--- src/rtl/unary_frame_gen.sv ---
// unary_frame_gen: serialises a count as a fixed-length unary frame.
// Optional thermometer output enabled by UNARY_FRAME_THERM_OUT_EN.
module unary_frame_gen #(
  parameter  int WIDTH = 8,
  localparam int CW    = $clog2(WIDTH + 1)
) (
  input  logic          clk,
  input  logic          rst_n,
  input  logic [CW-1:0] in_count,
  input  logic          in_valid,
  output logic          in_ready,
  output logic          out_bit,
  output logic          out_valid,
  input  logic          out_ready,
  output logic          out_last,
  output logic          ovf
`ifdef UNARY_FRAME_THERM_OUT_EN
  ,
  output logic [WIDTH-1:0] therm_out
`endif
);

  typedef enum logic {
    IDLE = 1'b0,
    SEND = 1'b1
  } state_t;

  state_t        state;
  logic [CW-1:0] cnt;
  logic [CW-1:0] idx;
  logic [CW-1:0] idx_nxt;
  logic [CW-1:0] sat;
  logic          big;

  assign big     = in_count > CW'(WIDTH);
  assign sat     = big ? CW'(WIDTH) : in_count;
  assign idx_nxt = idx + CW'(1);

  always_ff @(posedge clk) begin
    if (!rst_n) begin
      state     <= IDLE;
      cnt       <= '0;
      idx       <= '0;
      out_bit   <= 1'b0;
      out_valid <= 1'b0;
      out_last  <= 1'b0;
      in_ready  <= 1'b1;
      ovf       <= 1'b0;
    end else begin
      ovf <= 1'b0;
      unique case (state)
        IDLE: begin
          if (in_valid) begin
            state     <= SEND;
            cnt       <= sat;
            idx       <= '0;
            out_bit   <= sat != '0;
            out_last  <= 1'b0;
            out_valid <= 1'b1;
            in_ready  <= 1'b0;
            ovf       <= big;
          end
        end
        SEND: begin
          if (out_ready) begin
            if (out_last) begin
              state     <= IDLE;
              idx       <= '0;
              out_bit   <= 1'b0;
              out_last  <= 1'b0;
              out_valid <= 1'b0;
              in_ready  <= 1'b1;
            end else begin
              idx      <= idx_nxt;
              out_bit  <= idx_nxt < cnt;
              out_last <= idx_nxt == CW'(WIDTH - 1);
            end
          end
        end
        default: state <= IDLE;
      endcase
    end
  end

`ifdef UNARY_FRAME_THERM_OUT_EN
  logic [WIDTH-1:0] therm_nxt;

  always_comb begin
    therm_nxt = '0;
    for (int i = 0; i < WIDTH; i++)
      therm_nxt[i] = CW'(i) < sat;
  end

  always_ff @(posedge clk) begin
    if (!rst_n)
      therm_out <= '0;
    else if (state == IDLE && in_valid)
      therm_out <= therm_nxt;
  end
`endif

endmodule

--- config.mk ---
export PLATFORM = sky130hd
export DESIGN_NAME = unary_frame_gen
export DESIGN_NICKNAME = d
export VERILOG_FILES = /design/src/rtl/unary_frame_gen.sv
export SDC_FILE = /design/constraint.sdc
export NUM_CORES = 1
export LEC_CHECK = 0
export ABC_AREA = 1
export BUFFER_PORTS_ARGS = -buffer_cell sky130_fd_sc_hd__clkbuf_2
export CORE_AREA = 2 2 39 41
export DETAILED_ROUTE_END_ITERATION = 10
export DIE_AREA = 0 0 41 43
export PLACE_DENSITY = 0.83
export SETUP_SLACK_MARGIN = 0.4
export SYNTH_ARGS = -nofsm -noshare
export SYNTH_HDL_FRONTEND = slang
export SYNTH_SLANG_ARGS = --single-unit
--- constraint.sdc ---
create_clock -name clk -period 2.38 [get_ports clk]
set_input_delay 0.119 -clock clk [delete_from_list [all_inputs] [get_ports clk]]
set_output_delay 0.119 -clock clk [all_outputs]
set_load 0.02 [all_outputs]
==> out/metrics.csv <==
stage;metric;value;unit
floorplanning;io_pins;13;
job;drv_cap;0;
logic_synthesis;synth_top_area_share;0.3958;
worst_setup_path;worst_ep_required_time;2.59;ns
worst_setup_path;ff2ff_setup_slack;0.78;ns
global_route;grt_pass1_wl;2180;um
worst_setup_path;slowest_stage;dfxtp_1;
logic_synthesis;yosysMostFrequentCell;nand2_1;
sta;setup_violations;0;
sta;post-route-period-util;0.6702;
drt;avgRoutedWirePerCell;11.11;um
global_route;global_route.overflow_total;0;
cts;tritoncts;done;
worst_setup_path;crit_arrival;1.81;ns
cells_and_area;nNetsFinal;122;
sta;final_hold_viol_count;0;
sta;rsz0062_at_grt;false;
worst_setup_path;max_stage_delay;0.43;ns
drt;drtPass1Iterations;4;
global_route;antenna_found_initial;0;
cts;post-cts-setup-buffer-count;0;
floorplanning;initial_core_util;0.5118;
logic_synthesis;synthAdderAreaFrac;0.08834;
logic_synthesis;synth_mux_area_frac;0;
floorplanning;coreArea;0.001384;mm^2
drt;antenna_left;0;
drt;num_vias;625;
sta;max_freq;626.9;MHz
logic_synthesis;synth_cell_types;20;
floorplanning;die_area;0.001763;mm^2
worst_setup_path;start_kind;register;
logic_synthesis;synthesis.instances;92;
logic_synthesis;syn_area_per_cell;7.698;um^2
logic_synthesis;syn-cell-area;708.2;um^2
run_status;status;complete, no violations;
sta;tightest_slew;0.3127;ns
logic_synthesis;synthSimpleGateAreaFrac;0.2438;
cells_and_area;areaGrowthSynthToFinish;14.49;%
global_route;grt_max_degree;10;
logic_synthesis;async_reset_ff_frac;0;
logic_synthesis;seq_area_frac_synth;0.3958;
drt;drt_iter0_markers;12;
logic_synthesis;synth_edf_count;0;
pwr;powerDensity;575.8;mW/mm^2
sta;slew_headroom;0.7913;
cts;clk_pin_slew;0.08;ns
worst_setup_path;path_cells;ha_1, xor2_1, ha_1, nand2_1, inv_1, nand2_1, nand4_1, a21oi_1;
logic_synthesis;synth-compound-area-share;0.1608;
cts;cts_num_sinks;14;
placement;port_buffers;12;
cts;htreeDepth;1;
pwr;finalPower;466.8;uW
sta;drv_slew;0;
pwr;ir_drop;0.0003240;V
worst_setup_path;worst-setup-path-type;reg -> reg;
logic_synthesis;synth_top_cell_by_area;dfxtp_1;
logic_synthesis;ys.warnings.count;0;
cts;cts_buffer_depth;2;
logic_synthesis;synth_nets;105;
placement;dpl.hpwl;1050;um
floorplanning;rows;14;
worst_setup_path;crit_path_end_kind;register;
floorplanning;die_h;43;um
cts;cts-root-buf;clkbuf_4;
worst_setup_path;critPathTopFamily;adder cells;
logic_synthesis;synth_commonest_cells;nand2_1 (18), inv_1 (15), dfxtp_1 (14);
floorplanning;die_w;41;um
cts;cts_resized;0;
worst_hold_path;hold_path.class;in -> reg;
pwr;p_leak;0.3900;nW
sta;finalClockSkew;0.002660;ns
cts;worstSkewPairLatency;0.28;ns
logic_synthesis;synth_xor_area_frac;0.01237;
drt;drcViolationCount;0;
global_route;grtUsageTotal;0.1897;
worst_setup_path;crit_path_max_fanout;7;
logic_synthesis;ys_ff_latch;14;
logic_synthesis;synth_top_family_by_area;simple AND/OR/NAND/NOR gates;
drt;wl;1366;um
drt;viasPerCell;5.081;
cells_and_area;layout-drive-gt1-share;0.2150;
logic_synthesis;synth_flop_cell;dfxtp_1;
cts;cts_hold_buf;0;
sta;tns;0;ns
worst_setup_path;critPathBufInv;1;
cts;cts_made_buffers;3;
sta;fin_crit;1.595;ns
logic_synthesis;synthTopCellsByArea;dfxtp_1 (40%), nand2_1 (9.5%), a21oi_1 (9.2%);
cells_and_area;antenna_cells;0;
global_route;grt_pass1_vias;546;
placement;routabilityCongestion;0.8310;
-- worst paths after layout --
| path | from | depth (start not counted) | end |
|---|---|---|---|
| max | idx[0] | 8 | out_bit |
| min | rst_n | 2 | in_ready |
| max reg2reg | idx[0] | 8 | out_bit |
| min reg2reg | out_valid | 2 | out_valid |
-- power breakdown --
part	internal [mW]	leakage, nW	switching, mW	total (mW)
sequential	0.248	0.115	0.0102	0.258
clock	0.0587	0.0138	0.0726	0.131
combinational	0.0280	0.261	0.0498	0.0778
total	0.334	0.390	0.133	0.467
-- metal layers --
metal | up-vias | GRT usage | wire length (um)
met1 | 275 | 0.2190 | 620
met2 | 12 | 0.2750 | 646
met4 | 0 | 0.1600 | 46
li1 | 334 | - | -
met5 | - | 0 | 0
met3 | 4 | 0.04712 | 52
-- per-stage QoR --
step	hold WS (ns)	instances	setup slack, ns	cell area [um^2]	utilization
floorplan	0.1952	92	0.9412	708.2	-
global placement	0.3601	120	0.8990	788.3	0.5696
detailed placement	0.3646	120	0.8121	788.3	0.5696
CTS	0.07674	123	0.7893	810.8	0.5859
global route	0.08875	123	0.6484	810.8	0.5859
finish	0.08384	123	0.7848	810.8	0.5859
-- registers in the layout, summed over array words and instances, names as in the netlist --
name and cells:
state 1, idx 4, in_ready 1, cnt 4, out_bit 1, ovf 1, out_last 1, out_valid 1
-- kinds of logic after synthesis --
| family | count (synthesis) |
|---|---|
| AOI/OAI and AO/OA | 21 |
| and+or+nand+nor | 33 |
| DFF | 14 |
| xor gates and xnor gates | 1 |
| buffers and inverters | 18 |
| adders and majority gates | 5 |
-- placed cells by master (no fill, tap or decap) --
cell      instances
a211oi_1          2
dfxtp_1          14
nor2_4            2
ha_1              5
inv_2             1
o31ai_1           1
xor2_1            1
nand4_1           3
inv_1            15
a21oi_1          13
o21ai_0           4
nand3_1           2
clkinv_1          1
nor2_1            4
clkbuf_4          3
nand2_4           2
a31oi_1           1
nor2_2            1
nand2_1          18
inv_4             1
nand3_2           1
clkbuf_2         12
-- worst register-to-register path, stage by stage (launching register included) --
cell and delay (ns):
dfxtp_1 0.43, ha_1 0.19, xor2_1 0.27, ha_1 0.29, nand2_1 0.06, inv_1 0.04, nand2_1 0.05, nand4_1 0.07
a21oi_1 0.13
-- layout make-up --
type / instances / area, um^2
clock buffers: 3 / 22.52
flip-flops and latches: 14 / 280.3
repair buffers: 12 / 60.06
inverters: 18 / 70.07
well taps: 16 / 20.02
multi-input cells: 60 / 357.8
fillers: 127 / 573.1
Power figures use the tool's default switching activity.
